File: config.mk
export PLATFORM = sky130hd
export DESIGN_NAME = pipe_ctrl
export DESIGN_NICKNAME = d
export VERILOG_FILES = /design/src/rtl/pipe_ctrl_pkg.sv /design/src/rtl/pipe_perf_cnt.sv /design/src/rtl/pipe_ctrl.sv
export SDC_FILE = /design/constraint.sdc
export NUM_CORES = 1
export LEC_CHECK = 0
export BUFFER_PORTS_ARGS = -buffer_cell sky130_fd_sc_hd__buf_2
export CAP_MARGIN = 20
export CORE_MARGIN = 1
export CORE_UTILIZATION = 40
export DETAILED_ROUTE_END_ITERATION = 8
export GPL_TIMING_DRIVEN = 0
export PLACE_DENSITY = 0.71
export SYNTH_ARGS = -nofsm -noshare
export SYNTH_HDL_FRONTEND = slang
export SYNTH_SLANG_ARGS = --single-unit
File: constraint.sdc
create_clock -name clk -period 4 [get_ports clk]
set_input_delay 0 -clock clk [delete_from_list [all_inputs] [get_ports clk]]
set_output_delay 0 -clock clk [all_outputs]
set_load 0.005 [all_outputs]
File: src/rtl/pipe_ctrl_pkg.sv
// ============================================================================
// Module  : pipe_ctrl_pkg
// Brief   : Shared state encodings and constants for the pipeline controller.
// Revision: 1.0 - initial release
// ============================================================================
`default_nettype none

package pipe_ctrl_pkg;

    typedef enum logic [1:0] {
        PIPE_CTRL_RUN      = 2'd0,
        PIPE_CTRL_LU_STALL = 2'd1,
        PIPE_CTRL_MDU_BUSY = 2'd2,
        PIPE_CTRL_JMP_PEND = 2'd3
    } pipe_state_e;

    // addi x0, x0, 0
    localparam logic [31:0] INST_NOP = 32'h0000_0013;

    localparam int LU_CNT_W = 3;

    // Reload value for the bubble counter: the RUN cycle is the first bubble
    // and the cycle that sees a zero count is the last one.
    function automatic logic [LU_CNT_W-1:0] lu_reload(input int bubbles);
        logic [LU_CNT_W-1:0] val;
        val = '0;
        if (bubbles > 1) begin
            val = LU_CNT_W'(bubbles - 2);
        end
        return val;
    endfunction

endpackage

`default_nettype wire

File: src/rtl/pipe_perf_cnt.sv
// ============================================================================
// Module  : pipe_perf_cnt
// Brief   : Free-running wrap-around event counter with synchronous clear.
// Revision: 1.0 - initial release
// ============================================================================
`default_nettype none

module pipe_perf_cnt
    import pipe_ctrl_pkg::*;
#(
    parameter int WIDTH = 32
) (
    input  logic             clk,
    input  logic             rst,
    input  logic             inc,
    output logic [WIDTH-1:0] count
);

    always_ff @(posedge clk) begin
        if (rst) begin
            count <= '0;
        end else if (inc) begin
            count <= count + WIDTH'(1);
        end
    end

endmodule

`default_nettype wire

File: src/rtl/pipe_ctrl.sv
// ============================================================================
// Module  : pipe_ctrl
// Brief   : Hold/flush/redirect sequencing for the 5-stage pipeline front end.
//           Optional perf counters enabled by defining PIPE_CTRL_PERF_EN.
// Revision: 1.0 - initial release
// ============================================================================
`default_nettype none

module pipe_ctrl
    import pipe_ctrl_pkg::*;
#(
    parameter int ADDR_W     = 32,
    parameter int LU_BUBBLES = 1,
    parameter int PERF_W     = 32
) (
    input  logic              clk,
    input  logic              rst,
    input  logic              jump_en_i,
    input  logic [ADDR_W-1:0] jump_addr_i,
    input  logic              ld_use_i,
    input  logic              mdu_start_i,
    input  logic              mdu_done_i,
    input  logic              ifetch_ready_i,
    output logic              hold_pc_o,
    output logic              hold_if_id_o,
    output logic              hold_id_ex_o,
    output logic              flush_if_id_o,
    output logic              flush_id_ex_o,
    output logic              redirect_o,
`ifdef PIPE_CTRL_PERF_EN
    output logic [PERF_W-1:0] stall_cnt_o,
    output logic [PERF_W-1:0] flush_cnt_o,
`endif
    output logic [ADDR_W-1:0] redirect_addr_o
);

    localparam logic                LU_MULTI  = (LU_BUBBLES > 1);
    localparam logic [LU_CNT_W-1:0] LU_RELOAD = lu_reload(LU_BUBBLES);

    pipe_state_e         state;
    logic [LU_CNT_W-1:0] lu_cnt;
    logic [ADDR_W-1:0]   jmp_addr_q;

    logic jump_take;
    logic mdu_stall;

    // A jump is only honoured while EX is live; in MDU_BUSY/JMP_PEND it is a bubble.
    assign jump_take = jump_en_i &&
                       ((state == PIPE_CTRL_RUN) || (state == PIPE_CTRL_LU_STALL));
    assign mdu_stall = mdu_start_i && !mdu_done_i;

    always_ff @(posedge clk) begin
        if (rst) begin
            state      <= PIPE_CTRL_RUN;
            lu_cnt     <= '0;
            jmp_addr_q <= '0;
        end else begin
            case (state)
                PIPE_CTRL_RUN: begin
                    if (jump_take) begin
                        if (!ifetch_ready_i) begin
                            jmp_addr_q <= jump_addr_i;
                            state      <= PIPE_CTRL_JMP_PEND;
                        end
                    end else if (mdu_stall) begin
                        state <= PIPE_CTRL_MDU_BUSY;
                    end else if (ld_use_i && LU_MULTI) begin
                        lu_cnt <= LU_RELOAD;
                        state  <= PIPE_CTRL_LU_STALL;
                    end
                end
                PIPE_CTRL_LU_STALL: begin
                    if (jump_take) begin
                        if (!ifetch_ready_i) begin
                            jmp_addr_q <= jump_addr_i;
                            state      <= PIPE_CTRL_JMP_PEND;
                        end else begin
                            state <= PIPE_CTRL_RUN;
                        end
                    end else if (lu_cnt == '0) begin
                        state <= PIPE_CTRL_RUN;
                    end else begin
                        lu_cnt <= lu_cnt - LU_CNT_W'(1);
                    end
                end
                PIPE_CTRL_MDU_BUSY: begin
                    if (mdu_done_i) begin
                        state <= PIPE_CTRL_RUN;
                    end
                end
                PIPE_CTRL_JMP_PEND: begin
                    if (ifetch_ready_i) begin
                        state <= PIPE_CTRL_RUN;
                    end
                end
                default: state <= PIPE_CTRL_RUN;
            endcase
        end
    end

    always_comb begin
        hold_pc_o       = 1'b0;
        hold_if_id_o    = 1'b0;
        hold_id_ex_o    = 1'b0;
        flush_if_id_o   = 1'b0;
        flush_id_ex_o   = 1'b0;
        redirect_o      = 1'b0;
        redirect_addr_o = '0;
        if (!rst) begin
            case (state)
                PIPE_CTRL_RUN, PIPE_CTRL_LU_STALL: begin
                    if (jump_take) begin
                        redirect_o      = 1'b1;
                        redirect_addr_o = jump_addr_i;
                        flush_if_id_o   = 1'b1;
                        flush_id_ex_o   = 1'b1;
                    end else if ((state == PIPE_CTRL_RUN) && mdu_stall) begin
                        hold_pc_o    = 1'b1;
                        hold_if_id_o = 1'b1;
                        hold_id_ex_o = 1'b1;
                    end else if ((state == PIPE_CTRL_LU_STALL) || ld_use_i) begin
                        hold_pc_o     = 1'b1;
                        hold_if_id_o  = 1'b1;
                        flush_id_ex_o = 1'b1;
                    end else if (!ifetch_ready_i) begin
                        hold_pc_o     = 1'b1;
                        flush_if_id_o = 1'b1;
                    end
                end
                PIPE_CTRL_MDU_BUSY: begin
                    // Holds drop in the done cycle so EX captures the result.
                    if (!mdu_done_i) begin
                        hold_pc_o    = 1'b1;
                        hold_if_id_o = 1'b1;
                        hold_id_ex_o = 1'b1;
                    end
                end
                PIPE_CTRL_JMP_PEND: begin
                    redirect_o      = 1'b1;
                    redirect_addr_o = jmp_addr_q;
                    flush_if_id_o   = 1'b1;
                end
                default: ;
            endcase
        end
    end

`ifdef PIPE_CTRL_PERF_EN
    pipe_perf_cnt #(
        .WIDTH (PERF_W)
    ) u_stall_cnt (
        .clk   (clk),
        .rst   (rst),
        .inc   (hold_pc_o),
        .count (stall_cnt_o)
    );

    pipe_perf_cnt #(
        .WIDTH (PERF_W)
    ) u_flush_cnt (
        .clk   (clk),
        .rst   (rst),
        .inc   (flush_if_id_o || flush_id_ex_o),
        .count (flush_cnt_o)
    );
`endif

endmodule

`default_nettype wire
==> results by group <==
STA
  – Final period utilization: 43.6%
  – Slew headroom: 66.5%
  – Setup tns final: 0 ns
  – Final worst setup slack: 2.26 ns
  – Setup violations, final: 0
  – Tightest Pin Transition: 0.502 ns
  – Maximum clock frequency: 0.573 GHz
  – Final clock skew: 0.00225 ns
  – Slew Limit Fails: 0
  – Final Hold Fails: 0
  – RSZ-0062 raised after global routing: false
  – Tmin final: 1.74 ns

Finish
  – Share of post-route cells with drive strength above 1: 30.1%
  – P&R area growth vs syn: 43.3%
  – Final #Nets: 422
  – Antenna cells: 0
  – Fill count: 483
  – Final instance area: 0.00286 sq mm
  – Commonest non-fill, non-tap cells in the layout: buf_2 (87), nand2_1 (54), nor2_1 (38)
  – Finished Layout Cells: 449
  – Post-layout util: 60.2%
  – Commonest non-fill, non-tap cell in the layout: buf_2

Global route
  – GRT Overall Usage: 22.0%
  – Initial antenna violation count: 0
  – First-pass GRT wire length: 8.96 mm
  – GR Overflow Total: 0
  – Largest net degree at the start of global routing: 11
  – Vias in the first global route: 2037

Die
  – I/O Pins: 77
  – Die width: 72.6 um
  – Core box area: 0.00475 sq mm
  – Die area: 0.00528 sq mm
  – Row count: 25
  – Chip Height: 72.6 um
  – Initial Util: 42.0%

Synthesis
  – Yosys warns: 0
  – Top-area cell type share of the netlist area: 37.1%
  – Ranking of synthesized cells by area: dfxtp_1 (37%), a22oi_1 (12%), nand2_1 (10%)
  – Seq/Total Area, Yosys: 37.1%
  – Post-Syn Area per Cell: 7.47 sq um
  – Netlist cell types: 29
  – Post-Synthesis Cells: 267
  – Cell Area, Synth: 0.00200 sq mm
  – Cell taking the most area after synthesis: dfxtp_1
  – Synthesis-stage register bit count: 37
  – Post-Syn Nets: 308

Setup path
  – Critical path class: flop to primary output
  – Worst Path Required: 4.00 ns
  – WP buf/inv: 4
  – Critical Path Max Stage Delay: 0.31 ns
  – Crit path max fanout: 10
  – Crit-path leading delay family: buffers and inverters
  – Setup crit start kind: flop
  – WP data arrival: 1.74 ns
  – Worst Setup End Kind: primary output
  – CP dominant cell by count: buf_2
  – Cell chain of the critical path: buf_2, and2_1, buf_2, buf_4, a211oi_1, nor2_1, buf_2
  – Slowest-stage cell, CP: dfxtp_1

Clock network
  – # H-tree levels: 2
  – CTS Sinks: 37
  – CTS tree: yes
  – Root buffer cell: clkbuf_8
  – Clock tree buffer depth: 2
  – Num CTS Buffers: 5
  – Clk Latency, worst-skew pair: 0.29 ns
  – Worst-path clk slew: 0.07 ns

Routing
  – Post-Route WL: 5.57 mm
  – Wire per inst: 12.4 um
  – DR vias: 2233
  – DRC violations left: 0
  – Drt pass-1 iters: 4
  – Post-DR vias/cell: 4.97
  – 1st-iter DRT viols: 118
  – Post-route ant nets: 0

Placed design
  – Post-DP HPWL: 3.74 mm
  – Placed Cells: 408
  – Post-Place Worst Slack: 2.47 ns
  – GPL Wtd Cong: 0.765
  – IO buf count: 74
  – Post-DP Area: 0.00245 sq mm

Worst hold path
  – Hold Path Class: input pin to flop

Status
  – Status: finished clean

Run
  – Max-cap violations: 0

Power and ir drop
  – Worst vdd ir: 0.000206 V
  – Leakage: 1.24 nW
  – Pwr per Cell Area: 292 mW/mm^2
## synth_stat cells
cell type  instances
nor4b_4            1
nor2_1            38
a221oi_1           1
o31ai_1            1
a211oi_1           4
nand2_2           11
and2_1             1
or2b_1             1
dfxtp_1           37
nor3b_4            1
xnor2_1            1
nor3_1             1
nor2b_1            1
a22oi_1           32
clkbuf_1           5
o21ai_0            2
a21oi_1           36
nor4b_1            1
nor4_1             2
nand2_1           54
ha_1               2
buf_6              6
inv_1              7
nand2b_1           2
o32a_2             1
a311oi_1           1
buf_4              3
or3b_1             1
buf_2             13
## tightest hold or removal path: stages
cell	delay, ns
buf_6	0.11
nor4b_4	0.07
inv_1	0.05
a21oi_1	0.05
## cells by family after synthesis
logic type / Yosys count / synth area share (%)
buffers and inverters: 34 / 10.0
AO/OA/AOI/OAI: 78 / 24.9
AND/OR/NAND/NOR: 115 / 26.3
adder cells (fa/ha/maj): 2 / 1.25
XOR/XNOR: 1 / 0.439
flip-flops: 37 / 37.1
## layer usage
layer | routed length [um] | GRT usage, %
met5 | 0 | 0
met4 | 115 | 8.50
met3 | 265 | 4.42
met2 | 2680 | 37.5
met1 | 2510 | 27.3
## per-stage QoR
stage          total power, mW  hold WS (ns)
3_5_place_dp             0.568         0.259
3_3_place_gp             0.566         0.253
6_report                 0.835        0.0511
2_1_floorplan            0.502        0.0341
5_1_grt                  0.880        0.0734
4_1_cts                  0.843        0.0487
## state kept, by name (all words and copies together), names as in the netlist
register,flops
state,2
jmp_addr_q,32
lu_cnt,3
## area by class of cell
| type | instances | area [sq um] | area share [%] |
|---|---|---|---|
| Buffer | 27 | 174 | 6.08 |
| Clock buffer | 8 | 80.1 | 2.80 |
| Inverter | 7 | 26.3 | 0.919 |
| Multi-Input combinational cell | 196 | 1050 | 36.9 |
| Sequential cell | 37 | 741 | 25.9 |
| Tap cell | 67 | 83.8 | 2.93 |
| Timing Repair Buffer | 107 | 701 | 24.5 |
## path summary, 6_finish.rpt
| check | depth (start not counted) | startpoint | slack [ns] | end |
|---|---|---|---|---|
| worst max-delay path | 7 | state[0] | 2.26 | flush_if_id_o |
| worst min-delay path | 4 | jump_en_i | 0.05 | state[0] |
| worst min register to register | 2 | jmp_addr_q[20] | 0.46 | jmp_addr_q[20] |
| worst max register to register | 6 | lu_cnt[0] | 2.46 | lu_cnt[2] |
## where the power goes
group          leakage [nW]  switching, mW  total, mW  internal [mW]
Clock                0.0395          0.126      0.250          0.124
Combinational         0.902         0.0981      0.190         0.0919
Sequential            0.302        0.00930      0.394          0.385
Total                  1.24          0.234      0.835          0.601
## what timing repair did
action,in CTS,in global routing
buffers inserted,0,0
hold buffers,33,0
hold endpoints to repair,33,0
gates resized for setup,0,0
Note: power is estimated with default switching activity, not from simulation.
